--- config.mk ---
export PLATFORM = sky130hd
export DESIGN_NAME = msg_fifo
export DESIGN_NICKNAME = d
export VERILOG_FILES = /design/src/rtl/msg_fifo.sv
export SDC_FILE = /design/constraint.sdc
export NUM_CORES = 1
export LEC_CHECK = 0
export ABC_AREA = 1
export BUFFER_PORTS_ARGS = -buffer_cell sky130_fd_sc_hd__buf_2
export CORE_AREA = 5 5 151 153
export DETAILED_ROUTE_END_ITERATION = 12
export DIE_AREA = 0 0 156 158
export GPL_ROUTABILITY_DRIVEN = 0
export GPL_TIMING_DRIVEN = 0
export MAX_ROUTING_LAYER = met4
export SYNTH_ARGS = -nofsm -noshare
export SYNTH_HDL_FRONTEND = slang
export SYNTH_SLANG_ARGS = --single-unit
--- constraint.sdc ---
create_clock -name clk -period 4.8 [get_ports clk]
set_clock_uncertainty 0.1 [all_clocks]
set_input_delay 0.96 -clock clk [delete_from_list [all_inputs] [get_ports clk]]
set_output_delay 0.96 -clock clk [all_outputs]
set_load 0.02 [all_outputs]
--- src/rtl/msg_fifo.sv ---
// msg_fifo: DEPTH-slot message buffer between a 4-phase req/ack responder (i0) and initiator (o0).
// Define MSG_FIFO_REDUN_CHK_EN to ack-but-drop messages with a wrong red field and raise sticky err.
`ifndef NS_ADDRESS_SIZE
`define NS_ADDRESS_SIZE 8
`endif
`ifndef NS_DATA_SIZE
`define NS_DATA_SIZE 16
`endif
`ifndef NS_REDUN_SIZE
`define NS_REDUN_SIZE 4
`endif
`ifndef NS_REQ_CKS
`define NS_REQ_CKS 2
`endif
`ifndef NS_ACK_CKS
`define NS_ACK_CKS 2
`endif

// Level filter: the output follows raw_i only after CKS consecutive samples that disagree with it.
module msg_fifo_debounce #(
    parameter int CKS = 2
) (
    input  logic clk,
    input  logic reset,
    input  logic raw_i,
    output logic ckd_o
);
    localparam int CW = $clog2(CKS + 1);
    localparam logic [CW-1:0] LAST = CW'(CKS - 1);

    logic [CW-1:0] cnt_q, cnt_d;
    logic          lvl_q, lvl_d;

    always_comb begin
        cnt_d = '0;
        lvl_d = lvl_q;
        if (raw_i != lvl_q) begin
            if (cnt_q == LAST) lvl_d = raw_i;
            else               cnt_d = cnt_q + 1'b1;
        end
    end

    always_ff @(posedge clk or posedge reset) begin
        if (reset) begin
            cnt_q <= '0;
            lvl_q <= 1'b0;
        end else begin
            cnt_q <= cnt_d;
            lvl_q <= lvl_d;
        end
    end

    assign ckd_o = lvl_q;
endmodule

`ifdef MSG_FIFO_REDUN_CHK_EN
// Redundancy code: bit i of {src,dst,dat} is folded by XOR into red bit (i mod RSZ).
module calc_redun #(
    parameter int ASZ = 8,
    parameter int DSZ = 16,
    parameter int RSZ = 4
) (
    input  logic [ASZ-1:0] src_i,
    input  logic [ASZ-1:0] dst_i,
    input  logic [DSZ-1:0] dat_i,
    output logic [RSZ-1:0] red_o
);
    localparam int W = 2 * ASZ + DSZ;
    logic [W-1:0] bits;

    always_comb begin
        bits  = {src_i, dst_i, dat_i};
        red_o = '0;
        for (int i = 0; i < W; i++) red_o[i % RSZ] = red_o[i % RSZ] ^ bits[i];
    end
endmodule
`endif

module msg_fifo #(
    parameter int ASZ         = `NS_ADDRESS_SIZE,
    parameter int DSZ         = `NS_DATA_SIZE,
    parameter int RSZ         = `NS_REDUN_SIZE,
    parameter int DEPTH       = 4,
    parameter int RCV_REQ_CKS = `NS_REQ_CKS,
    parameter int SND_ACK_CKS = `NS_ACK_CKS
) (
    input  logic                     clk,
    input  logic                     reset,
    input  logic [ASZ-1:0]           i0_src,
    input  logic [ASZ-1:0]           i0_dst,
    input  logic [DSZ-1:0]           i0_dat,
    input  logic [RSZ-1:0]           i0_red,
    input  logic                     i0_req,
    output logic                     i0_ack,
    output logic [ASZ-1:0]           o0_src,
    output logic [ASZ-1:0]           o0_dst,
    output logic [DSZ-1:0]           o0_dat,
    output logic [RSZ-1:0]           o0_red,
    output logic                     o0_req,
    input  logic                     o0_ack,
    output logic [$clog2(DEPTH):0]   count,
    output logic                     full,
    output logic                     empty,
    output logic                     err
);
    localparam int PW = $clog2(DEPTH);
    localparam int MW = 2 * ASZ + DSZ + RSZ;
    localparam logic [PW:0] FULL_CNT = DEPTH[PW:0];

    typedef enum logic {RX_IDLE, RX_ACK} rx_state_t;
    typedef enum logic [1:0] {TX_IDLE, TX_WAIT, TX_DONE} tx_state_t;

    rx_state_t     rx_q, rx_d;
    tx_state_t     tx_q, tx_d;
    logic [MW-1:0] mem_q [DEPTH];
    logic [PW-1:0] wr_ptr_q, wr_ptr_d, rd_ptr_q, rd_ptr_d;
    logic [PW:0]   count_q, count_d;
    logic          ack_q, ack_d, req_q, req_d;
    logic [MW-1:0] out_q, out_d;
    logic          ckd_req, ckd_ack, push, pop;

    msg_fifo_debounce #(.CKS(RCV_REQ_CKS)) u_req_db (
        .clk(clk), .reset(reset), .raw_i(i0_req), .ckd_o(ckd_req));
    msg_fifo_debounce #(.CKS(SND_ACK_CKS)) u_ack_db (
        .clk(clk), .reset(reset), .raw_i(o0_ack), .ckd_o(ckd_ack));

`ifdef MSG_FIFO_REDUN_CHK_EN
    logic [RSZ-1:0] red_calc;
    logic           red_ok;
    logic           err_q, err_d;

    calc_redun #(.ASZ(ASZ), .DSZ(DSZ), .RSZ(RSZ)) u_redun (
        .src_i(i0_src), .dst_i(i0_dst), .dat_i(i0_dat), .red_o(red_calc));
    assign red_ok = (red_calc == i0_red);
    assign err    = err_q;
`else
    assign err    = 1'b0;
`endif

    // Receive side: a corrupt message is acked but never stored, so it bypasses the full check.
    always_comb begin
        rx_d  = rx_q;
        ack_d = ack_q;
        push  = 1'b0;
`ifdef MSG_FIFO_REDUN_CHK_EN
        err_d = err_q;
`endif
        case (rx_q)
            RX_IDLE: begin
                if (ckd_req) begin
`ifdef MSG_FIFO_REDUN_CHK_EN
                    if (!red_ok) begin
                        ack_d = 1'b1;
                        rx_d  = RX_ACK;
                        err_d = 1'b1;
                    end else
`endif
                    if (!full) begin
                        push  = 1'b1;
                        ack_d = 1'b1;
                        rx_d  = RX_ACK;
                    end
                end
            end
            RX_ACK: begin
                if (!ckd_req) begin
                    ack_d = 1'b0;
                    rx_d  = RX_IDLE;
                end
            end
            default: rx_d = RX_IDLE;
        endcase
    end

    // Transmit side: the head slot is latched into out_q so o0_* stay frozen for the whole handshake.
    always_comb begin
        tx_d  = tx_q;
        req_d = req_q;
        out_d = out_q;
        pop   = 1'b0;
        case (tx_q)
            TX_IDLE: begin
                if (!empty && !ckd_ack) begin
                    out_d = mem_q[rd_ptr_q];
                    req_d = 1'b1;
                    tx_d  = TX_WAIT;
                end
            end
            TX_WAIT: begin
                if (ckd_ack) begin
                    req_d = 1'b0;
                    pop   = 1'b1;
                    tx_d  = TX_DONE;
                end
            end
            TX_DONE: begin
                if (!ckd_ack) tx_d = TX_IDLE;
            end
            default: tx_d = TX_IDLE;
        endcase
    end

    always_comb begin
        wr_ptr_d = wr_ptr_q;
        rd_ptr_d = rd_ptr_q;
        count_d  = count_q;
        if (push) wr_ptr_d = wr_ptr_q + 1'b1;
        if (pop)  rd_ptr_d = rd_ptr_q + 1'b1;
        case ({push, pop})
            2'b10:   count_d = count_q + 1'b1;
            2'b01:   count_d = count_q - 1'b1;
            default: count_d = count_q;
        endcase
    end

    always_ff @(posedge clk or posedge reset) begin
        if (reset) begin
            rx_q     <= RX_IDLE;
            tx_q     <= TX_IDLE;
            wr_ptr_q <= '0;
            rd_ptr_q <= '0;
            count_q  <= '0;
            ack_q    <= 1'b0;
            req_q    <= 1'b0;
            out_q    <= '0;
`ifdef MSG_FIFO_REDUN_CHK_EN
            err_q    <= 1'b0;
`endif
        end else begin
            rx_q     <= rx_d;
            tx_q     <= tx_d;
            wr_ptr_q <= wr_ptr_d;
            rd_ptr_q <= rd_ptr_d;
            count_q  <= count_d;
            ack_q    <= ack_d;
            req_q    <= req_d;
            out_q    <= out_d;
`ifdef MSG_FIFO_REDUN_CHK_EN
            err_q    <= err_d;
`endif
        end
    end

    // Slot storage needs no reset: contents are only visible once the pointers mark them valid.
    always_ff @(posedge clk) begin
        if (push) mem_q[wr_ptr_q] <= {i0_src, i0_dst, i0_dat, i0_red};
    end

    assign {o0_src, o0_dst, o0_dat, o0_red} = out_q;
    assign i0_ack = ack_q;
    assign o0_req = req_q;
    assign count  = count_q;
    assign full   = (count_q == FULL_CNT);
    assign empty  = (count_q == '0);
endmodule

After elaboration in Yosys (flattened, before gate mapping) --
Memory sizes are Yosys's and may differ from the RTL's. A register that Yosys moved wholly into a read port is not among the register bits. Cells that the tools add are included.
Word-level totals: register bits after elaboration 18, memory bits (writable) 144, input bits 40, output and inout bits 44, logic and storage cells 72, memories kept 1
Memory list:
- mem_q | words 4, bits a word 36, read ports 1, clocked after Yosys merged registers in 1, write ports 1, RTL line 115 | logic [MW-1:0] mem_q [DEPTH];
Cells by class: add/sub/neg operators 6, eq/ne operators 15, multiplexer cells 25, bitwise logic cells 1, reduce and logical (&&, ||, !) cells 13
Operator list (count):
- 2-bit 2-to-1 mux | 7
- 1-bit 2-to-1 mux | 13
- 3-bit AND reduction | 3
- 2-bit by 1-bit adder with 2-bit output (second input constant) | 4
- 2-bit by 1-bit == test with 1-bit output (second input constant) | 4
- 2-bit inequality test (second input constant) | 4
- 1-bit one-hot mux with 2 select lines | 3
- 2-bit one-hot mux with 3 select lines | 1
- 3-bit one-hot mux with 2 select lines | 1
- 2-bit AND reduction | 3
- 2-bit == test (second input constant) | 2
- 2-bit by 1-bit inequality test with 1-bit output (second input constant) | 2
- 2-bit nonzero test | 2
- 3-bit by 1-bit adder with 3-bit output (second input constant) | 1
- 3-bit == test (second input constant) | 1
- 3-bit logical NOT | 1
- 3-bit by 1-bit subtractor with 3-bit output (second input constant) | 1
- 1-bit logical NOT | 2
- 2-bit logical NOT | 1
- 1-bit inequality test | 2
- 1-bit logical AND | 1
- 1-bit NOT | 1

Depth between registers and ports, before layout --
depth after elaboration 6, mapped depth 10, depth with buffers taken out 10

Modules after synthesis --
From an unflattened synthesis, not the netlist that was laid out.
Second synthesis, totals: cell total of the unflattened synthesis 831, area, all modules 8366.8 µm²
Modules (own cells, without submodules):
- msg_fifo | instances 1, cells an instance 795, area each 8096.5 µm²
- msg_fifo_debounce | instances 2, cells an instance 18, area each 135.1 µm²

Least setup slack after synthesis --
No wires, ideal clock.
path kind flip-flop to flip-flop, from register count_q[1] (netlist: count[1]), to memory mem_q[0][0] in the netlist's numbering (enable), library setup time 0.429 ns, data arrival time 2.380 ns, data required time 4.271 ns, setup slack 1.891 ns, stages on the path, launching flop included 5, period minus slack after synthesis 2.909 ns, path through dfrtp_1 inv_1 nand3_1 nand2_2 nor2_1
Between the ends: word-level cells in the longest chain between the ends 6
Ends and longest elaborated chain:
- from (decl) | RTL line 117 | logic [PW:0] count_q, count_d;
- from (signal assigned) | RTL line 234 | count_q <= count_d;
- 3-bit == test | RTL line 253 | assign full = (count_q == FULL_CNT);
- 1-bit 2-to-1 mux | RTL line 158 | if (!full) begin
- 1-bit 2-to-1 mux | RTL line 150 | if (ckd_req) begin
- 1-bit 2-to-1 mux | RTL line 148 | case (rx_q)
- 1-bit 2-to-1 mux | RTL line 246 | if (push) mem_q[wr_ptr_q] <= {i0_src, i0_dst, i0_dat, i0_red};
- 1-bit 2-to-1 mux (not written as such) | RTL line 246
- to (decl) | RTL line 115
Every way passes these cells.

Worst setup path in the final report --
from register count_q[1] (netlist: count[1]), to output full
Between the ends: word-level cells in the longest chain between the ends 1
Ends and longest elaborated chain:
- 3-bit == test | RTL line 253
- to (decl) | RTL line 102 | output logic full,
Every way passes these cells.

==> impl_results.md <==
- Critical path required time: 3.74 ns
- Crit path kind: flop to output pin
- Net Sw Frac: 37.7%
- Fmax: 412 MHz
- WL final: 17400 um
- Die H: 158 um
- # nets final: 968
- CTS root buf: clkbuf_16
- Clock Sinks: 198
- Post-route ant nets: 0
- Initial antenna violation count: 6
- Hold_buf cts: 0
- Layout cell share with drive strength beyond 1: 16.4%
- Worst Setup Start Kind: flop
- Pre-Repair DR Iteration Count: 4
- Yosys cell types: 23
- Min Tclk post-route: 2.43 ns
- Fill count: 1963
- GR peak layer: met2
- Worst min path class: flop to flop
- Largest net degree at the start of global routing: 31
- Post_cts resized: 0
- Vias: 5250
- Die Span X: 156 um
- CTS Buffer Depth: 2
- Initial Util: 38.9%
- Design Area, Final: 9790 um^2
- Pins over their slew limit: 0
- Die Area: 24600 um^2
- Grt total ovfl: 0
- Worst Path Max Fanout: 3
- First-pass GRT wire length: 27700 um
- Place WS: 2.62 ns
- Drt drc: 0
- Register share of total power: 40.3%
- Leading cell types by total area after synthesis: edfxtp_1 (52%), dfrtp_1 (16%), nand2_1 (14%), inv_1 (7.5%), nand3_1 (4.6%)
- WP data arrival: 1.37 ns
- Final period util: 50.5%
- Post-placement cell area: 9220 um^2
- Worst-Skew Late Latency: 0.43 ns
- NetSw: 2.34 mW
- # IOs: 84
- CTS tree: built
- Setup violations, final: 0
- Cts bufs inserted: 17
- Crit path capture type: output pin
- RSZ-0062 raised after global routing: no
- Area of the mapped netlist: 8330 um^2
- Setup slack after layout: 2.37 ns
- Final Hold Fails: 0
- DR WL/cell: 14.3 um
- GR Util met1: 18.1%
- Port Buf Inserts: 82
- Power Total: 6.21 mW
- Max-cap viol count: 0
- Overall routing resource usage: 15.4%
- Worst Tran Pin Value: 0.667 ns
- Synth area leader: edfxtp_1
- Comb power frac: 38.3%
- Setup TNS: 0 ns
- Leak: 4.72 nW
- Postcts setup bufs: 0
- Syn. warnings: 0
- Int Pwr: 3.86 mW
- Pwr Density: 634 nW/um^2
- Status: completed
- DP Wirelength: 11600 um
- Met3 Use GR: 3.44%
- Clock share of power: 21.4%
- Cell count after synthesis: 816
- Mean post-synth cell area: 10.2 um^2
- Slew HR: 55.4%
- Seq cells post-synth: 198
- Drt via density: 4.30
- Met2 usage: 26.0%
- Seq/Total Area, Yosys: 68.2%
- Synthesized Nets: 862
- H-tree depth: 4
- Clk slew on worst S/H paths: 0.07 ns
- Max IR drop VDD: 0.333 mV
- Yosys top cell area share: 51.9%
- Iteration-0 DRC count of the detailed router: 293
- Vias in the first global route: 5310
- Layout area overhead: 17.5%
- Core area: 21400 um^2
- Site Rows: 54
- Post-Route Utilization: 45.7%
-- power groups by stage --
| stage | registers (mW) | logic, mW | clock network (mW) |
|---|---|---|---|
| after floorplan | 2.74 | 1.40 | 0 |
| after global placement | 2.56 | 2.32 | 0 |
| after detailed placement | 2.53 | 2.43 | 0 |
| after CTS | 2.50 | 2.44 | 1.36 |
| after global routing | 2.55 | 2.70 | 1.44 |
| final | 2.50 | 2.38 | 1.33 |
-- cell families (layout without fill, tap and decap cells) --
group,after synthesis,count (layout),synth area share (%)
other,1,7,0.0450
adder cells (fa/ha/maj),6,6,0.992
XOR/XNOR,7,7,0.736
AND/OR/NAND/NOR,394,394,19.2
buffers and inverters,204,322,10.5
flip-flops,198,198,68.2
AO/OA/AOI/OAI,6,6,0.361
-- critical path, stage by stage, from the launching register on --
cell,delay [ns]
dfrtp_1,0.39
inv_1,0.13
nand3_1,0.18
inv_1,0.08
buf_2,0.16
-- cell type report --
class                           count  area, um^2  area share [%]
Timing Repair Buffer               87         510            5.22
Clock buffer                       23         478            4.88
Tap cell                          280         350            3.58
Clock inverter                      8        75.1           0.767
Antenna cell                        6        15.0           0.153
Sequential cell                   198        5680            58.0
Multi-Input combinational cell    414        1810            18.5
Buffer                             31         221            2.26
Inverter                          173         649            6.64
-- cell usage after synthesis --
| library cell | instances |
|---|---|
| a21oi_1 | 1 |
| buf_2 | 9 |
| buf_4 | 5 |
| buf_6 | 10 |
| clkbuf_1 | 7 |
| clkinv_1 | 1 |
| conb_1 | 1 |
| dfrtp_1 | 54 |
| edfxtp_1 | 144 |
| fa_1 | 1 |
| ha_1 | 5 |
| inv_1 | 167 |
| inv_2 | 5 |
| nand2_1 | 301 |
| nand2_2 | 2 |
| nand3_1 | 77 |
| nand3_2 | 2 |
| nor2_1 | 9 |
| nor2_4 | 1 |
| nor3_1 | 2 |
| o21ai_0 | 5 |
| xnor2_1 | 3 |
| xor2_1 | 4 |
-- stage by stage --
step                      std cells  hold slack [ns]
after CTS                      1214            0.357
after detailed placement       1183            0.341
final                          1220            0.356
after floorplan                 816            0.325
after global routing           1220            0.374
after global placement         1178            0.336
-- sequential cells by signal, summed over array words and instances (netlist names), 2 cells and up --
register and cells:
tx_q 2, wr_ptr_q 2, rd_ptr_q 2, count 3
mem_q 144, out_q 36, u_ack_db.cnt_q 2, u_req_db.cnt_q 2
-- layer usage --
metal | share of wire [%] | routed length (um)
met2 | 49 | 8580
met4 | 2.0 | 343
met1 | 45 | 7780
met5 | 0 | 0
met3 | 4.0 | 693
-- placed cells by master (no fill, tap or decap), types with 2 or more instances in the layout --
cell type,instances
nand2_1,301
inv_1,166
edfxtp_1,144
buf_2,91
nand3_1,77
dfrtp_1,54
clkbuf_16,17
buf_6,10
clkbuf_1,10
diode_2,6
inv_2,6
buf_4,5
nor2_4,5
o21ai_0,5
nor2_1,5
ha_1,5
buf_12,5
xor2_1,4
xnor2_1,3
clkbuf_8,3
clkinvlp_4,3
clkinv_1,2
nand3_2,2
nand2_2,2
nor3_1,2
clkinv_2,2
-- worst paths after layout --
check | cells past startpoint | slack, ns | endpoint | startpoint
setup / recovery | 4 | 2.37 | full | count[1]
hold / removal | 1 | 0.36 | u_ack_db.cnt_q[0] | u_ack_db.cnt_q[0]
setup reg to reg | 9 | 2.63 | count[2] | count[1]
hold reg to reg | 1 | 0.36 | u_ack_db.cnt_q[0] | u_ack_db.cnt_q[0]
max in group asynchronous | 3 | 3.51 | out_q[22] | reset
min in group asynchronous | 2 | 0.50 | u_req_db.cnt_q[0] | reset
(Power assumes the default switching activity.)
